<file path="src/rtl/gemm_ctrl_if.sv">
// ============================================================================
//  Module      : gemm_ctrl_if
//  Description : Decoder-side and buffer-side signal bundle for gemm_ctrl.
//                master = instruction decoder / environment,
//                slave  = the gemm_ctrl sequencer.
//  Revision    : 1.0 - initial release
// ============================================================================
`default_nettype none

interface gemm_ctrl_if #(
  parameter int ADDR_WIDTH = 8,
  parameter int CNT_WIDTH  = 8
);
  // Decoder side: launch and tile configuration
  logic                  start;
  logic [CNT_WIDTH-1:0]  cfg_num_k;
  logic [CNT_WIDTH-1:0]  cfg_num_ocp;
  logic [ADDR_WIDTH-1:0] cfg_inp_base;
  logic [ADDR_WIDTH-1:0] cfg_wgt_base;
  logic [ADDR_WIDTH-1:0] cfg_acc_base;
  logic                  busy;
  logic                  done;

  // Buffer / GEMM side
  logic                  inp_rd_en;
  logic [ADDR_WIDTH-1:0] inp_rd_addr;
  logic                  wgt_rd_en;
  logic [ADDR_WIDTH-1:0] wgt_rd_addr;
  logic                  acc_rd_en;
  logic [ADDR_WIDTH-1:0] acc_rd_addr;
  logic                  acc_zero;
  logic                  wr_en;
  logic [ADDR_WIDTH-1:0] wr_addr;

  modport master (
    output start, cfg_num_k, cfg_num_ocp, cfg_inp_base, cfg_wgt_base, cfg_acc_base,
    input  busy, done, inp_rd_en, inp_rd_addr, wgt_rd_en, wgt_rd_addr,
           acc_rd_en, acc_rd_addr, acc_zero, wr_en, wr_addr
  );

  modport slave (
    input  start, cfg_num_k, cfg_num_ocp, cfg_inp_base, cfg_wgt_base, cfg_acc_base,
    output busy, done, inp_rd_en, inp_rd_addr, wgt_rd_en, wgt_rd_addr,
           acc_rd_en, acc_rd_addr, acc_zero, wr_en, wr_addr
  );
endinterface

`default_nettype wire

</file>
<file path="src/rtl/gemm_ctrl.sv">
// ============================================================================
//  Module      : gemm_ctrl
//  Description : Tile sequencer for the paired-output GEMM datapath. Walks
//                num_k (outer) x num_ocp (inner) issue slots, drives input /
//                weight / accumulator read addresses, and produces the
//                acc_zero and write-back strobes aligned to the 1-cycle
//                buffer latency and 1-cycle GEMM latency.
//                Optional feature macro: GEMM_CTRL_PERF_EN adds the
//                perf_busy_cycles / perf_bubbles saturating counters.
//  Revision    : 1.0 - initial release
// ============================================================================
`default_nettype none

module gemm_ctrl #(
  parameter int ADDR_WIDTH = 8,
  parameter int CNT_WIDTH  = 8
) (
  input  wire logic       clk,
  input  wire logic       rst,
  gemm_ctrl_if.slave      bus
`ifdef GEMM_CTRL_PERF_EN
  ,
  output logic [31:0]     perf_busy_cycles,
  output logic [15:0]     perf_bubbles
`endif
);

  typedef enum logic [2:0] {
    S_IDLE   = 3'd0,
    S_ISSUE  = 3'd1,
    S_BUBBLE = 3'd2,
    S_DRAIN  = 3'd3,
    S_DONE   = 3'd4
  } state_t;

  localparam logic [CNT_WIDTH-1:0] C_CNT_ONE   = CNT_WIDTH'(1);
  localparam logic [CNT_WIDTH-1:0] C_CNT_THREE = CNT_WIDTH'(3);

  state_t                r_state;
  state_t                w_next;

  // Latched tile configuration
  logic [CNT_WIDTH-1:0]  r_num_k;
  logic [CNT_WIDTH-1:0]  r_num_ocp;
  logic [ADDR_WIDTH-1:0] r_inp_base;
  logic [ADDR_WIDTH-1:0] r_acc_base;

  // Loop position; the weight address simply advances once per slot because
  // wgt_base + k*num_ocp + ocp is a linear walk in k-outer / ocp-inner order.
  logic [CNT_WIDTH-1:0]  r_k;
  logic [CNT_WIDTH-1:0]  r_ocp;
  logic [ADDR_WIDTH-1:0] r_wgt_addr;
  logic [1:0]            r_cnt;      // bubble / drain cycle counter

  // Write-back alignment pipeline
  logic                  r_acc_zero;
  logic                  r_wr_p1;
  logic                  r_wr_p2;
  logic [ADDR_WIDTH-1:0] r_wr_addr_p1;
  logic [ADDR_WIDTH-1:0] r_wr_addr_p2;

  logic                  w_issue;
  logic                  w_accept;
  logic                  w_zero_cfg;
  logic                  w_last_ocp;
  logic                  w_last_k;
  logic                  w_short;
  logic                  w_bub_last;
  logic [ADDR_WIDTH-1:0] w_acc_addr;

  assign w_issue    = (r_state == S_ISSUE);
  assign w_accept   = (r_state == S_IDLE) && bus.start;
  assign w_zero_cfg = (bus.cfg_num_k == '0) || (bus.cfg_num_ocp == '0);
  assign w_last_ocp = (r_ocp == r_num_ocp - C_CNT_ONE);
  assign w_last_k   = (r_k == r_num_k - C_CNT_ONE);
  // Fewer than 3 ocp per k would re-read an acc address before its write-back
  // lands, so short rows are padded out to 3 cycles with bubbles.
  assign w_short    = (r_num_ocp < C_CNT_THREE);
  // Bubble length is 3 - num_ocp: two cycles for num_ocp==1, one for num_ocp==2.
  assign w_bub_last = (r_num_ocp == C_CNT_ONE) ? (r_cnt == 2'd1) : 1'b1;
  assign w_acc_addr = r_acc_base + ADDR_WIDTH'(r_ocp);

  // State register
  always_ff @(posedge clk or posedge rst) begin
    if (rst) begin
      r_state <= S_IDLE;
    end else begin
      r_state <= w_next;
    end
  end

  // Next-state logic
  always_comb begin
    w_next = r_state;
    case (r_state)
      S_IDLE: begin
        if (w_accept) begin
          w_next = w_zero_cfg ? S_DONE : S_ISSUE;
        end
      end
      S_ISSUE: begin
        if (w_last_ocp) begin
          if (w_last_k) begin
            w_next = S_DRAIN;
          end else if (w_short) begin
            w_next = S_BUBBLE;
          end
        end
      end
      S_BUBBLE: begin
        if (w_bub_last) begin
          w_next = S_ISSUE;
        end
      end
      S_DRAIN: begin
        if (r_cnt == 2'd1) begin
          w_next = S_DONE;
        end
      end
      S_DONE: begin
        w_next = S_IDLE;
      end
      default: begin
        w_next = S_IDLE;
      end
    endcase
  end

  // Configuration latch and loop counters
  always_ff @(posedge clk or posedge rst) begin
    if (rst) begin
      r_num_k    <= '0;
      r_num_ocp  <= '0;
      r_inp_base <= '0;
      r_acc_base <= '0;
      r_wgt_addr <= '0;
      r_k        <= '0;
      r_ocp      <= '0;
      r_cnt      <= '0;
    end else if (w_accept) begin
      r_num_k    <= bus.cfg_num_k;
      r_num_ocp  <= bus.cfg_num_ocp;
      r_inp_base <= bus.cfg_inp_base;
      r_acc_base <= bus.cfg_acc_base;
      r_wgt_addr <= bus.cfg_wgt_base;
      r_k        <= '0;
      r_ocp      <= '0;
      r_cnt      <= '0;
    end else if (w_issue) begin
      r_wgt_addr <= r_wgt_addr + ADDR_WIDTH'(1);
      if (w_last_ocp) begin
        r_ocp <= '0;
        r_cnt <= '0;
        if (!w_last_k) begin
          r_k <= r_k + C_CNT_ONE;
        end
      end else begin
        r_ocp <= r_ocp + C_CNT_ONE;
      end
    end else if ((r_state == S_BUBBLE) || (r_state == S_DRAIN)) begin
      r_cnt <= r_cnt + 2'd1;
    end
  end

  // Align acc_zero (t+1) and write-back (t+2) with each issue slot
  always_ff @(posedge clk or posedge rst) begin
    if (rst) begin
      r_acc_zero   <= 1'b0;
      r_wr_p1      <= 1'b0;
      r_wr_p2      <= 1'b0;
      r_wr_addr_p1 <= '0;
      r_wr_addr_p2 <= '0;
    end else begin
      r_acc_zero   <= w_issue && (r_k == '0);
      r_wr_p1      <= w_issue;
      r_wr_p2      <= r_wr_p1;
      r_wr_addr_p1 <= w_issue ? w_acc_addr : '0;
      r_wr_addr_p2 <= r_wr_addr_p1;
    end
  end

  // Output drive; read addresses are held at zero outside issue slots
  always_comb begin
    bus.busy        = (r_state != S_IDLE);
    bus.done        = (r_state == S_DONE);
    bus.inp_rd_en   = w_issue;
    bus.inp_rd_addr = w_issue ? (r_inp_base + ADDR_WIDTH'(r_k)) : '0;
    bus.wgt_rd_en   = w_issue;
    bus.wgt_rd_addr = w_issue ? r_wgt_addr : '0;
    bus.acc_rd_en   = w_issue && (r_k != '0);
    bus.acc_rd_addr = w_issue ? w_acc_addr : '0;
    bus.acc_zero    = r_acc_zero;
    bus.wr_en       = r_wr_p2;
    bus.wr_addr     = r_wr_addr_p2;
  end

`ifdef GEMM_CTRL_PERF_EN
  logic [31:0] r_perf_busy;
  logic [15:0] r_perf_bub;

  // Saturating busy / bubble cycle counters, restarted by each accepted start
  always_ff @(posedge clk or posedge rst) begin
    if (rst) begin
      r_perf_busy <= '0;
      r_perf_bub  <= '0;
    end else if (w_accept) begin
      r_perf_busy <= '0;
      r_perf_bub  <= '0;
    end else begin
      if ((r_state != S_IDLE) && !(&r_perf_busy)) begin
        r_perf_busy <= r_perf_busy + 32'd1;
      end
      if ((r_state == S_BUBBLE) && !(&r_perf_bub)) begin
        r_perf_bub <= r_perf_bub + 16'd1;
      end
    end
  end

  assign perf_busy_cycles = r_perf_busy;
  assign perf_bubbles     = r_perf_bub;
`else
`endif

endmodule

`default_nettype wire

</file>
<file path="src/flat_wrapper.sv">
// flat-port wrapper written by rule: the top's interface ports become plain ports
module gemm_ctrl_flat 
#(
  parameter int ADDR_WIDTH = 8,
  parameter int CNT_WIDTH  = 8
)
  (clk, rst, bus_start, bus_cfg_num_k, bus_cfg_num_ocp, bus_cfg_inp_base, bus_cfg_wgt_base, bus_cfg_acc_base, bus_busy, bus_done, bus_inp_rd_en, bus_inp_rd_addr, bus_wgt_rd_en, bus_wgt_rd_addr, bus_acc_rd_en, bus_acc_rd_addr, bus_acc_zero, bus_wr_en, bus_wr_addr);
  gemm_ctrl_if #(.ADDR_WIDTH(ADDR_WIDTH), .CNT_WIDTH(CNT_WIDTH)) bus_i ();
  input  wire logic clk;
  input  wire logic rst;
  input wire logic [$bits(bus_i.start)-1:0] bus_start;
  input wire logic [$bits(bus_i.cfg_num_k)-1:0] bus_cfg_num_k;
  input wire logic [$bits(bus_i.cfg_num_ocp)-1:0] bus_cfg_num_ocp;
  input wire logic [$bits(bus_i.cfg_inp_base)-1:0] bus_cfg_inp_base;
  input wire logic [$bits(bus_i.cfg_wgt_base)-1:0] bus_cfg_wgt_base;
  input wire logic [$bits(bus_i.cfg_acc_base)-1:0] bus_cfg_acc_base;
  output wire logic [$bits(bus_i.busy)-1:0] bus_busy;
  output wire logic [$bits(bus_i.done)-1:0] bus_done;
  output wire logic [$bits(bus_i.inp_rd_en)-1:0] bus_inp_rd_en;
  output wire logic [$bits(bus_i.inp_rd_addr)-1:0] bus_inp_rd_addr;
  output wire logic [$bits(bus_i.wgt_rd_en)-1:0] bus_wgt_rd_en;
  output wire logic [$bits(bus_i.wgt_rd_addr)-1:0] bus_wgt_rd_addr;
  output wire logic [$bits(bus_i.acc_rd_en)-1:0] bus_acc_rd_en;
  output wire logic [$bits(bus_i.acc_rd_addr)-1:0] bus_acc_rd_addr;
  output wire logic [$bits(bus_i.acc_zero)-1:0] bus_acc_zero;
  output wire logic [$bits(bus_i.wr_en)-1:0] bus_wr_en;
  output wire logic [$bits(bus_i.wr_addr)-1:0] bus_wr_addr;
  assign bus_i.start = bus_start;
  assign bus_i.cfg_num_k = bus_cfg_num_k;
  assign bus_i.cfg_num_ocp = bus_cfg_num_ocp;
  assign bus_i.cfg_inp_base = bus_cfg_inp_base;
  assign bus_i.cfg_wgt_base = bus_cfg_wgt_base;
  assign bus_i.cfg_acc_base = bus_cfg_acc_base;
  assign bus_busy = bus_i.busy;
  assign bus_done = bus_i.done;
  assign bus_inp_rd_en = bus_i.inp_rd_en;
  assign bus_inp_rd_addr = bus_i.inp_rd_addr;
  assign bus_wgt_rd_en = bus_i.wgt_rd_en;
  assign bus_wgt_rd_addr = bus_i.wgt_rd_addr;
  assign bus_acc_rd_en = bus_i.acc_rd_en;
  assign bus_acc_rd_addr = bus_i.acc_rd_addr;
  assign bus_acc_zero = bus_i.acc_zero;
  assign bus_wr_en = bus_i.wr_en;
  assign bus_wr_addr = bus_i.wr_addr;
  gemm_ctrl #(.ADDR_WIDTH(ADDR_WIDTH), .CNT_WIDTH(CNT_WIDTH)) u_core (.clk(clk), .rst(rst), .bus(bus_i));
endmodule
</file>
<file path="config.mk">
export PLATFORM = sky130hd
export DESIGN_NAME = gemm_ctrl_flat
export DESIGN_NICKNAME = d
export VERILOG_FILES = /design/src/rtl/gemm_ctrl_if.sv /design/src/rtl/gemm_ctrl.sv /design/src/flat_wrapper.sv
export SDC_FILE = /design/constraint.sdc
export NUM_CORES = 1
export LEC_CHECK = 0
export CAP_MARGIN = 40
export CORE_ASPECT_RATIO = 0.75
export CORE_MARGIN = 2
export CORE_UTILIZATION = 30
export DETAILED_ROUTE_END_ITERATION = 8
export MAX_ROUTING_LAYER = met4
export PLACE_DENSITY_LB_ADDON = 0.25
export SLEW_MARGIN = 20
export SYNTH_ARGS = -nofsm -noshare
export SYNTH_HDL_FRONTEND = slang
export SYNTH_SLANG_ARGS = --single-unit
</file>
<file path="constraint.sdc">
create_clock -name clk -period 3.7 [get_ports clk]
set_clock_uncertainty 0.15 [all_clocks]
set_input_delay 0.37 -clock clk [delete_from_list [all_inputs] [get_ports clk]]
set_output_delay 0.37 -clock clk [all_outputs]
set_load 0.02 [all_outputs]
</file>
; ---- Word level (Yosys, flattened, before mapping)
; Cells that the tools add are included.
[classes]
n_bitwise = 0
n_lt_le_gt_ge = 1
div = 0
multipliers = 0
n_addsub = 8
reduce_logical = 17
n_eq_ne = 15
shifts = 0
muxes = 25
[op_table]
columns = op, n
row1 = $mux W8, 12
row2 = $add A8 B1 Y8 const B, 3
row3 = $logic_not A8 Y1, 3
row4 = $mux W3, 7
row5 = $add A8 B8 Y8, 2
row6 = $eq A8 B8 Y1, 2
row7 = $sub A8 B1 Y8 const B, 2
row8 = $pmux W3 S4, 1
row9 = $eq A8 B1 Y1 const B, 1
row10 = $lt A8 B2 Y1 const B, 1
row11 = $mux W2, 4
row12 = $ne A2 B1 Y1 const B, 4
row13 = $reduce_bool A8 Y1, 1
row14 = $eq A3 B2 Y1 const B, 2
row15 = $ne A3 B3 Y1 const B, 2
row16 = $reduce_bool A3 Y1, 2
row17 = $reduce_and A5 Y1, 1
row18 = $reduce_bool A2 Y1, 2
row19 = $eq A3 B1 Y1 const B, 1
row20 = $eq A3 B3 Y1 const B, 1
row21 = $logic_and A1 B1 Y1, 3
row22 = $logic_not A3 Y1, 1
row23 = $reduce_and A3 Y1, 1
row24 = $add A2 B1 Y2 const B, 1
row25 = 5 further kinds, 6
[totals]
mem_bits_rw = 0
latch_bits = 0
romBits = 0
elab_cells = 80
register_bits = 80
output_inout_bits = 39
n_memories = 0

; ---- Depth between registers and ports, before layout
[logic_depth]
ltp_word = 6
mapped_depth = 9
mapped_depth_nobuf = 9

; ---- Least setup slack after synthesis
; Ideal clock, no wire load.
[synth_timing]
kind = register -> output
startpoint = register u_core.r_ocp[0]
endpoint = output bus_acc_rd_addr[6]
slack_ps = 1062
stages_incl_launch_ff = 9
arrival_time_ps = 2118
path_cell_list = dfrtp_1 -> ha_1 -> fa_1 -> a21o_1 -> a21o_1 -> a21o_1 -> a21oi_1 -> xor2_1 -> nor2_1
[synth_via]
elab_chain_cells = 2
[synth_rtl]
columns = item, line_no
row1 = "start, declared", gemm_ctrl.sv:51  ; logic [CNT_WIDTH-1:0] r_ocp;
row2 = "start signal, assigned", gemm_ctrl.sv:158  ; r_ocp <= r_ocp + C_CNT_ONE;
row3 = $add A8 B8 Y8, gemm_ctrl.sv:81  ; assign w_acc_addr = r_acc_base + ADDR_WIDTH'(r_ocp);
row4 = $mux W8, gemm_ctrl.sv:191  ; bus.acc_rd_addr = w_issue ? w_acc_addr : '0;
row5 = "end, declared", flat_wrapper.sv:24  ; output wire logic [$bits(bus_i.acc_rd_addr)-1:0] bus_acc_rd_addr;
; No other way between the ends.

; ---- Worst setup path in the final report
[layout_timing]
startpoint = register u_core.r_k[1]
endpoint = output bus_inp_rd_addr[7]
[layout_via]
elab_chain_cells = 2
[layout_rtl]
columns = item, line_no
row1 = "start, declared", gemm_ctrl.sv:50  ; logic [CNT_WIDTH-1:0] r_k;
row2 = "start signal, assigned", gemm_ctrl.sv:155  ; r_k <= r_k + C_CNT_ONE;
row3 = $add A8 B8 Y8, gemm_ctrl.sv:187  ; bus.inp_rd_addr = w_issue ? (r_inp_base + ADDR_WIDTH'(r_k)) : '0;
row4 = $mux W8, gemm_ctrl.sv:187
row5 = "end, declared", flat_wrapper.sv:20  ; output wire logic [$bits(bus_i.inp_rd_addr)-1:0] bus_inp_rd_addr;
; No other way between the ends.

==> impl_metrics.json <==
{
  "endpoint_kind": "output port",
  "setup_viol": 0,
  "drc": 0,
  "clk_latency_ns": 0.35,
  "synth-seq-cells": 80,
  "clkSlewWorstSetupHoldPaths_ns": 0.07,
  "grt_pass1_vias": 3774,
  "yosysWarnings": 0,
  "max_slew_margin": 0.542,
  "finalHoldViolations": 0,
  "core.rowCount": 38,
  "p_leak_nw": 2.74,
  "ant_nets": 0,
  "drtIter0Drc": 204,
  "start_util": 0.310,
  "antenna_cells": 0,
  "hold_buffers": 0,
  "hpwlAfterDp_um": 8230,
  "finalCritPeriodShare": 0.927,
  "cts_tree": "yes",
  "yosysUniqueCellTypes": 54,
  "layout-drive-gt1-share": 0.0569,
  "timing.setup.tns_ns": 0,
  "synthToLayoutAreaGrowth_pct": 30.8,
  "gr-total-overflow": 0,
  "path_class": "register to output port",
  "port_buffers": 81,
  "multi_input_area_um2": 2390,
  "grt_pass1_wl_um": 19500,
  "cp.required_ns": 3.18,
  "synth_area_um2": 4520,
  "rsz0062_at_grt": "false",
  "status": "completed",
  "synth_area_per_cell_um2": 9.09,
  "drtPass1Iterations": 5,
  "die-area_um2": 16100,
  "nets": 643,
  "max_freq_ghz": 0.292,
  "ys.flop_type": "dfrtp_1",
  "synth_edf_count": 0,
  "postCtsSetupRepairBufs": 0,
  "worstPathMaxFanout": 7,
  "routed-via-count": 3779,
  "maxCapViolCount": 0,
  "worst_slew_pin_slew_ns": 0.686,
  "globalplace.congestion": 0.834,
  "cts_repair_resize_count": 0,
  "grt.total_usage": 0.158,
  "cp-start-kind": "register",
  "cts-root-buf": "clkbuf_16",
  "cts_buffer_depth": 2,
  "slew_violations": 0,
  "seqCellArea_um2": 2000,
  "cts.sinks": 80,
  "netlist_instances": 498,
  "die_w_um": 146,
  "holdWs_ns": 0.198,
  "powerDensity_nw_per_um2": 965,
  "grt_max_degree": 81,
  "synth_nets": 566,
  "numCtsBuffers": 9,
  "routed_wl_um": 11600,
  "period_minus_slack_ns": 3.43,
  "htree_levels": 3,
  "viasPerCell": 4.84,
  "nFillCells": 1471,
  "peakVddDrop_uv": 369,
  "async_reset_ff_frac": 1.00,
  "min_path_type": "register to register",
  "io_pins": 82,
  "ys_seq_area_frac": 0.442,
  "antenna_found_initial": 0,
  "crit_arrival_ns": 2.91,
  "wire_per_inst_um": 14.8,
  "core_region_area_um2": 14600,
  "die_h_um": 110
}
==> critical path, cell delays in order, from the launching register on <==
cell             delay, ns
dfrtp_1               0.48
ha_1                  0.33
a21o_1                0.18
a21oi_1               0.17
nor2b_1               0.08
o21a_1                0.18
o41a_1                0.32
xnor2_1               0.13
nor2_1                0.09
clkdlybuf4s50_1       0.60
==> placed cells by master, fill, tap and decap left out, types with 14 or more instances in the layout <==
| master | count |
|---|---|
| nor3_1 | 14 |
| inv_1 | 14 |
| ha_1 | 23 |
| nand2_1 | 108 |
| dfrtp_1 | 80 |
| o21ai_0 | 20 |
| clkdlybuf4s50_1 | 78 |
| nor2_1 | 35 |
| xnor2_1 | 21 |
==> synth_stat cells, types with 3 or more instances <==
library cell  instances  area (µm²)
nand2b_1              8        50.1
nor3_1               14        70.1
xnor2_1              21         184
a32o_1                6        60.1
nand4_1               6        37.5
nor2_1               35         131
and2_1               13        81.3
a21oi_1              12        60.1
a21o_1               10        75.1
o21ai_0              20         100
nand3_1              13        65.1
clkbuf_1             16        60.1
a221o_1               3        30.0
dfrtp_1              80        2000
inv_1                15        56.3
mux2i_1               6        60.1
ha_1                 23         288
nor2b_1              10        62.6
and3_1               13        81.3
a31oi_1               4        25.0
xor2_1               13         114
o211ai_1              3        22.5
nor4_1                6        37.5
nand2_1             108         405
buf_1                 3        11.3
==> metal layers <==
metal,vias to the layer above,share of wire,GRT usage,routed length [µm]
li1,1874,-,-,-
met1,1788,0.52,0.219,5970
met2,110,0.42,0.226,4830
met3,7,0.056,0.0436,648
met4,0,0.0097,0.0434,112
met5,-,0,-,0
==> metrics by stage <==
| stage | utilization | setup slack (ns) | cell area, µm² | total power, mW | cells |
|---|---|---|---|---|---|
| CTS | 0.404 | 0.0928 | 5900 | 5.79 | 780 |
| floorplan | - | 1.06 | 4520 | 3.58 | 498 |
| global route | 0.405 | 0.0833 | 5920 | 6.20 | 780 |
| global placement | 0.381 | 0.530 | 5560 | 4.69 | 764 |
| finish | 0.405 | 0.270 | 5920 | 5.71 | 780 |
| detailed placement | 0.381 | 0.479 | 5560 | 4.75 | 764 |
==> where the power goes <==
group | internal (mW) | switching, mW | total (mW)
Clock | 0.633 | 0.378 | 1.01
Combinational | 1.46 | 1.54 | 3.00
Sequential | 1.27 | 0.424 | 1.70
==> state kept, by name, indices dropped and copies added (netlist names), 2 cells and up <==
name / count
u_core.bus.wr_addr: 8
u_core.r_acc_base: 8
u_core.r_cnt: 2
u_core.r_inp_base: 8
u_core.r_k: 8
u_core.r_num_k: 8
u_core.r_num_ocp: 8
u_core.r_ocp: 8
u_core.r_state: 3
u_core.r_wgt_addr: 8
u_core.r_wr_addr_p1: 8
==> cell type report <==
type                            count  area share
Clock inverter                      5      0.0146
Sequential cell                    80       0.338
Inverter                           15     0.00973
Multi-Input combinational cell    382       0.404
Tap cell                          200      0.0423
Timing Repair Buffer               87       0.148
Clock buffer                       11      0.0427
==> path summary, 6_finish.rpt <==
check	slack, ns	startpoint	endpoint	cells after the start
max reg2reg	1.04	u_core.r_num_ocp[0]	u_core.r_k[1]	8
max	0.27	u_core.r_k[1]	bus_inp_rd_addr[7]	9
max in group asynchronous	2.73	rst	u_core.r_wr_addr_p1[5]	3
min	0.20	u_core.r_wr_addr_p1[3]	u_core.bus.wr_addr[3]	0
min in group asynchronous	0.26	rst	u_core.bus.wr_addr[1]	3
min reg2reg	0.20	u_core.r_wr_addr_p1[3]	u_core.bus.wr_addr[3]	0
==> kinds of logic (layout without fill, tap and decap cells) <==
logic type / count (synthesis) / in the layout / share of synthesized area
muxes: 7 / 7 / 0.0166
and+or+nand+nor: 239 / 239 / 0.250
adders and majority gates: 25 / 25 / 0.0725
AOI/OAI and AO/OA: 77 / 77 / 0.121
buffers and inverters: 36 / 118 / 0.0310
DFF: 80 / 80 / 0.442
xor gates and xnor gates: 34 / 34 / 0.0658
(Power assumes the default switching activity.)
